[config.mk]
export PLATFORM = sky130hd
export DESIGN_NAME = i2c_slave_rx
export DESIGN_NICKNAME = d
export VERILOG_FILES = /design/src/rtl/i2c_pkg.sv /design/src/rtl/i2c_line_sync.sv /design/src/rtl/i2c_slave_rx.sv
export SDC_FILE = /design/constraint.sdc
export NUM_CORES = 1
export LEC_CHECK = 0
export CELL_PAD_IN_SITES_DETAIL_PLACEMENT = 1
export CELL_PAD_IN_SITES_GLOBAL_PLACEMENT = 1
export CORE_MARGIN = 10
export CORE_UTILIZATION = 41
export DETAILED_ROUTE_END_ITERATION = 10
export PLACE_DENSITY = 0.7
export SETUP_SLACK_MARGIN = 0.05
export SLEW_MARGIN = 5
export SYNTH_ARGS = -nofsm -noshare
export SYNTH_HDL_FRONTEND = slang
export SYNTH_HIERARCHICAL = 1
export SYNTH_SLANG_ARGS = --single-unit
[constraint.sdc]
create_clock -name clk -period 1.9 [get_ports clk]
set_clock_uncertainty 0.2 [all_clocks]
set_input_delay 0.19 -clock clk [delete_from_list [all_inputs] [get_ports clk]]
set_output_delay 0.19 -clock clk [all_outputs]
set_load 0.02 [all_outputs]
[src/rtl/i2c_pkg.sv]
// Shared definitions for the I2C target receiver: FSM states and bus-level constants.
package i2c_pkg;

  typedef enum logic [2:0] {
    IDLE,
    ADDR,
    ACK_A,
    DATA,
    ACK_D,
    IGNORE
  } state_t;

  localparam logic I2C_ACK      = 1'b0;
  localparam logic I2C_NACK     = 1'b1;
  localparam logic I2C_RW_WRITE = 1'b0;

endpackage

[src/rtl/i2c_line_sync.sv]
// Synchroniser plus edge detector for one asynchronous bus line (SCL or SDA).
module i2c_line_sync #(
  parameter int SYNC_STAGES = 2
) (
  input  logic clk,
  input  logic rst,
  input  logic line_in,
  output logic level,
  output logic rise,
  output logic fall
);

  logic [SYNC_STAGES-1:0] sync_q;
  logic                   hist_q;

  // Idle bus lines float high, so reset to 1 to avoid a false edge on release.
  always_ff @(posedge clk or negedge rst) begin
    if (!rst) begin
      sync_q <= '1;
      hist_q <= 1'b1;
    end else begin
      sync_q <= {sync_q[SYNC_STAGES-2:0], line_in};
      hist_q <= sync_q[SYNC_STAGES-1];
    end
  end

  assign level = sync_q[SYNC_STAGES-1];
  assign rise  = level & ~hist_q;
  assign fall  = ~level & hist_q;

endmodule

[src/rtl/i2c_slave_rx.sv]
// Write-only I2C target: detects START/STOP, matches the address, ACKs and
// delivers each received data byte to core logic. Only ever pulls SDA low.
module i2c_slave_rx
  import i2c_pkg::*;
#(
  parameter logic [6:0] SLAVE_ADDR  = 7'h1A,
  parameter int         SYNC_STAGES = 2
) (
  input  logic       clk,
  input  logic       rst,
  input  logic       scl_in,
  input  logic       sda_in,
  output logic       sda_oe,
  output logic [7:0] rx_data,
  output logic       rx_valid,
  output logic       addr_match,
  output logic       busy,
  output logic       stop_det
);

  logic scl_lvl, scl_rise, scl_fall;
  logic sda_lvl, sda_rise, sda_fall;

  i2c_line_sync #(.SYNC_STAGES(SYNC_STAGES)) u_scl_sync (
    .clk(clk), .rst(rst), .line_in(scl_in),
    .level(scl_lvl), .rise(scl_rise), .fall(scl_fall)
  );

  i2c_line_sync #(.SYNC_STAGES(SYNC_STAGES)) u_sda_sync (
    .clk(clk), .rst(rst), .line_in(sda_in),
    .level(sda_lvl), .rise(sda_rise), .fall(sda_fall)
  );

  state_t     state_q, state_nxt;
  logic [2:0] cnt_q, cnt_nxt;
  logic       full_q, full_nxt;
  logic [7:0] shift_q, shift_nxt;
  logic [7:0] rx_data_nxt;
  logic       sda_oe_nxt, rx_valid_nxt, addr_match_nxt, busy_nxt, stop_det_nxt;
  logic       start_c, stop_c;

  assign start_c = sda_fall & scl_lvl;
  assign stop_c  = sda_rise & scl_lvl;

  // full_q marks that all 8 bits of the current byte are in; the counter alone wraps to 0.
  always_comb begin
    state_nxt      = state_q;
    cnt_nxt        = cnt_q;
    full_nxt       = full_q;
    shift_nxt      = shift_q;
    rx_data_nxt    = rx_data;
    sda_oe_nxt     = sda_oe;
    rx_valid_nxt   = 1'b0;
    addr_match_nxt = addr_match;
    busy_nxt       = busy;
    stop_det_nxt   = 1'b0;

    if (stop_c) begin
      state_nxt      = IDLE;
      sda_oe_nxt     = 1'b0;
      busy_nxt       = 1'b0;
      stop_det_nxt   = 1'b1;
      addr_match_nxt = 1'b0;
    end else if (start_c) begin
      state_nxt      = ADDR;
      cnt_nxt        = 3'd0;
      full_nxt       = 1'b0;
      busy_nxt       = 1'b1;
      addr_match_nxt = 1'b0;
      sda_oe_nxt     = 1'b0;
    end else begin
      case (state_q)
        ADDR, DATA: begin
          if (scl_rise && !full_q) begin
            shift_nxt = {shift_q[6:0], sda_lvl};
            cnt_nxt   = cnt_q + 3'd1;
            if (cnt_q == 3'd7) full_nxt = 1'b1;
          end else if (scl_fall && full_q) begin
            if (state_q == ADDR) begin
              if (shift_q[7:1] == SLAVE_ADDR && shift_q[0] == I2C_RW_WRITE) begin
                sda_oe_nxt     = 1'b1;
                addr_match_nxt = 1'b1;
                state_nxt      = ACK_A;
              end else begin
                state_nxt = IGNORE;
              end
            end else begin
              rx_data_nxt  = shift_q;
              rx_valid_nxt = 1'b1;
              sda_oe_nxt   = 1'b1;
              state_nxt    = ACK_D;
            end
          end
        end
        ACK_A, ACK_D: begin
          if (scl_fall) begin
            sda_oe_nxt = 1'b0;
            cnt_nxt    = 3'd0;
            full_nxt   = 1'b0;
            state_nxt  = DATA;
          end
        end
        IGNORE:  sda_oe_nxt = 1'b0;
        default: ;
      endcase
    end
  end

  always_ff @(posedge clk or negedge rst) begin
    if (!rst) begin
      state_q    <= IDLE;
      cnt_q      <= 3'd0;
      full_q     <= 1'b0;
      shift_q    <= 8'h00;
      rx_data    <= 8'h00;
      sda_oe     <= 1'b0;
      rx_valid   <= 1'b0;
      addr_match <= 1'b0;
      busy       <= 1'b0;
      stop_det   <= 1'b0;
    end else begin
      state_q    <= state_nxt;
      cnt_q      <= cnt_nxt;
      full_q     <= full_nxt;
      shift_q    <= shift_nxt;
      rx_data    <= rx_data_nxt;
      sda_oe     <= sda_oe_nxt;
      rx_valid   <= rx_valid_nxt;
      addr_match <= addr_match_nxt;
      busy       <= busy_nxt;
      stop_det   <= stop_det_nxt;
    end
  end

endmodule

==> impl.org <==
** Place
- Summed over all nets, the half-perimeter wirelength after detailed placement is 2330 um.
- Count of buffers from port buffering :: 16
- Last weighted congestion value of the routability-driven placer :: approximately 0.73

** Power and ir drop
- Dividing total power by cell area gives a power density of 1070 nW/um^2.
- Proportion of power drawn by the clock network :: 0.247
- VDD sags by at most ~0.00057 V.
- Of the total power, the share spent switching nets is 0.306.
- The share of total power dissipated in combinational logic is 0.285.
- The design draws 2240 uW.
- The analysis attributes to net switching a power of 684 uW.
- Summed over all cells, the static leakage comes to 0.000982 uW.
- Cell internal power was estimated by the tool at 1550 uW.
- Part of the total power dissipated in sequential elements :: 0.468

** STA
- Maximum clock frequency :: roughly 520 MHz
- After layout, the worst setup slack is -0.0297 ns.
- Headroom to the max-slew limit came out at 0.718.
- Number of setup violations in the final report :: 7
- For the finished layout, the period the worst path requires is 1.93 ns.
- Across all hold checks on the routed design, the worst slack comes to 0.102 ns.
- At the pin with the least slew margin, the transition time is 0.422 ns.
- The max-slew violation total from the final report was 0.
- Final Hold Vio Count :: 0
- Setup repair after global routing missed its margin :: yes
- Dividing the final minimum period by the clock period gives 1.02.

** Clock network
- Hold bufs inserted after CTS :: 0
- The tree built by TritonCTS fans out to 34 sinks.
- Counting along the longest clock path gives a buffer depth of 2.
- Clock tree from TritonCTS :: built
- CTS buffer count :: 5
- Number of levels the H-tree was split into :: 2
- Clock latency at the later pin of the worst-skew pair :: 0.29 ns
- Clock transition at the registers of the reported paths :: 0.07 ns
- Clock tree synthesis selected as its root buffer the cell clkbuf_8.

** Global routing
- Initial antenna violation count :: 0
- Vias in the first global route :: 1,139
- Overflow left after global routing :: 0
- Entering global routing, the biggest net connects 35 pins.
- In the global route stage, overall resource usage came out at 0.116.
- Global-route wire length before repair :: 5710 um

** Die
- In this run the standard cell core region covers around 3600 sq um.
- Area enclosed by the die boundary :: ~6600 sq um
- Initial core utilization :: 0.420
- Number of ports placed on the die boundary :: 17
- Horizontal die dimension :: 81.0 um
- Die boundary height :: 81.0 um
- The floorplan has 22 rows.

** Synthesis
- The most used flip-flop cell after synthesis is dfrtp_1.
- After synthesis, the mean cell area works out to about 14 sq um.
- Post-synthesis net count :: ~120
- Count of cell types in the netlist :: 40
- Of all flip-flops after synthesis, the portion carrying an async set or reset was 1.00.
- dfrtp_1 takes more of the synthesized area than any other cell.
- The mapped netlist covers around 1500 sq um.
- Most numerous cell in the Yosys netlist :: dfrtp_1
- Part of the Yosys area used for sequential elements :: 0.562
- Cell types occupying the most area after synthesis :: dfrtp_1, dfstp_2, mux2_4, mux2_1, mux2_2
- Flip-flop and latch count after synthesis :: 34
- EDFF count, synth :: 0
- Synthesized instance count :: 110
- The share of synthesized area in the top cell type comes to 0.459.
- Yosys printed 6 warnings.
- Post-synth top cells :: dfrtp_1, mux2_4, dfstp_2, nand2_1

** Routing
- Across all layers, the routed design uses 1,027 vias.
- In the routed design, unresolved DRC markers number 0.
- Per-cell via count in the routed design :: 5.08
- Iteration-0 DRC Markers :: 62
- Average wire length per cell after detail routing :: 16.6 um
- In this run the remaining antenna-violating nets after routing total 0.
- Count of TritonRoute iterations in the first routing pass :: 4
- Summed over all layers, the routed wires come to 3350 um.

** Finish
- Diodes inserted :: 0
- Fraction of final layout cells with drive strength greater than 1 :: 0.461
- The net count of the finished layout is 159.
- Synth-to-Final Area Change :: 36.6%

** Worst setup path
- Data required time of the critical path :: 1.88 ns
- Worst endpoint data arrival time :: 1.91 ns
- FF-to-FF setup slack :: -0.03 ns
- The worst setup path is launched from a register.
- Kind of end point of the critical path :: register
- The setup path with the least slack is of type reg -> reg.
- Of all nets on the critical path, the largest fanout is 5.

** Hold path
- In this run the worst hold path is classified as in -> async.

** Job
- Across the run, the number of max-cap violations was 0.

** Outcome
- Result of the run :: finished with violations
- Failing checks :: setup timing
-- final timing paths --
path                                            from              endpoint  cells past startpoint
worst min-delay path                             rst            shift_q[6]                      2
worst min register to register  u_scl_sync/sync_q[0]  u_scl_sync/sync_q[1]                      0
max in group asynchronous                        rst     u_scl_sync/hist_q                      2
worst max register to register  u_sda_sync/sync_q[1]            rx_data[3]                      5
worst max-delay path            u_sda_sync/sync_q[1]            rx_data[3]                      5
min in group clk                              sda_in  u_sda_sync/sync_q[0]                      1
-- power by group through the flow --
stage / combinational (uW) / clock [uW] / sequential (uW)
after floorplan: 346 / 0 / 1000
after global placement: 518 / 0 / 1020
after global routing: 693 / 609 / 1070
after CTS: 553 / 569 / 1030
after detailed placement: 541 / 0 / 1040
final: 638 / 551 / 1050
-- per-layer routing --
metal | part of all wire | up-vias | global-route usage
li1 | - | 485 | -
met2 | 0.49 | 16 | 0.191
met5 | 0 | - | 0
met3 | 0.058 | 5 | 0.0486
met1 | 0.43 | 521 | 0.127
met4 | 0.019 | 0 | 0.0519
-- layout by cell type (no fill, tap or decap), types with 3 or more instances in the layout --
master / Yosys / routed
mux2_4: 8 / 13
inv_1: 3 / 3
dfstp_2: 6 / 6
clkdlybuf4s50_1: 0 / 16
a21oi_1: 3 / 3
nand3_1: 3 / 3
dfrtp_1: 28 / 28
o21a_1: 3 / 3
mux2_2: 5 / 4
clkbuf_8: 0 / 6
nor2b_1: 4 / 3
nand2_1: 6 / 4
buf_4: 1 / 18
-- cell families after synthesis --
logic type / synth area share
AO/OA/AOI/OAI: 0.0943
adder cells (fa/ha/maj): 0.0164
flip-flops: 0.562
buffers and inverters: 0.0246
multiplexers: 0.166
AND/OR/NAND/NOR: 0.137
-- registers in the layout, summed over array words and instances, names as in the netlist, 2 cells and up --
| register | flops |
|---|---|
| cnt_q | 3 |
| rx_data | 8 |
| shift_q | 8 |
| state_q | 3 |
| u_scl_sync/sync_q | 2 |
| u_sda_sync/sync_q | 2 |
-- critical path, stage by stage, from the launching register on --
cell,delay [ns]
dfstp_2,0.53
and2b_2,0.21
and2_4,0.14
nor3_4,0.23
nand3_4,0.18
mux2_4,0.33
-- what timing repair did --
action,4_1_cts,5_1_grt
setup endpoints to repair,20,25
resized for setup,4,14
setup buffers,1,0
cloned,1,1
pin swaps,5,1
-- layout make-up --
class / instances / area, sq um
inverters: 5 / 21.3
clock inverters: 1 / 5.00
multi-input cells: 71 / 736
well taps: 48 / 60.1
flip-flops and latches: 34 / 858
repair buffers: 36 / 318
clock buffers: 7 / 86.3
fillers: 381 / 1550
-- through the flow --
stage / utilization / worst slack (ns) / setup TNS, ns / instances / cell area [sq um]
finish: 0.574 / -0.0297 / -0.160 / 202 / 2080
global route: 0.574 / -0.114 / -1.30 / 202 / 2080
CTS: 0.555 / -0.0617 / -0.308 / 202 / 2020
detailed placement: 0.520 / -0.0773 / -0.512 / 192 / 1890
global placement: 0.520 / -0.0210 / -0.163 / 192 / 1890
floorplan: - / -0.0499 / -0.399 / 110 / 1540
(Power assumes the default switching activity.)
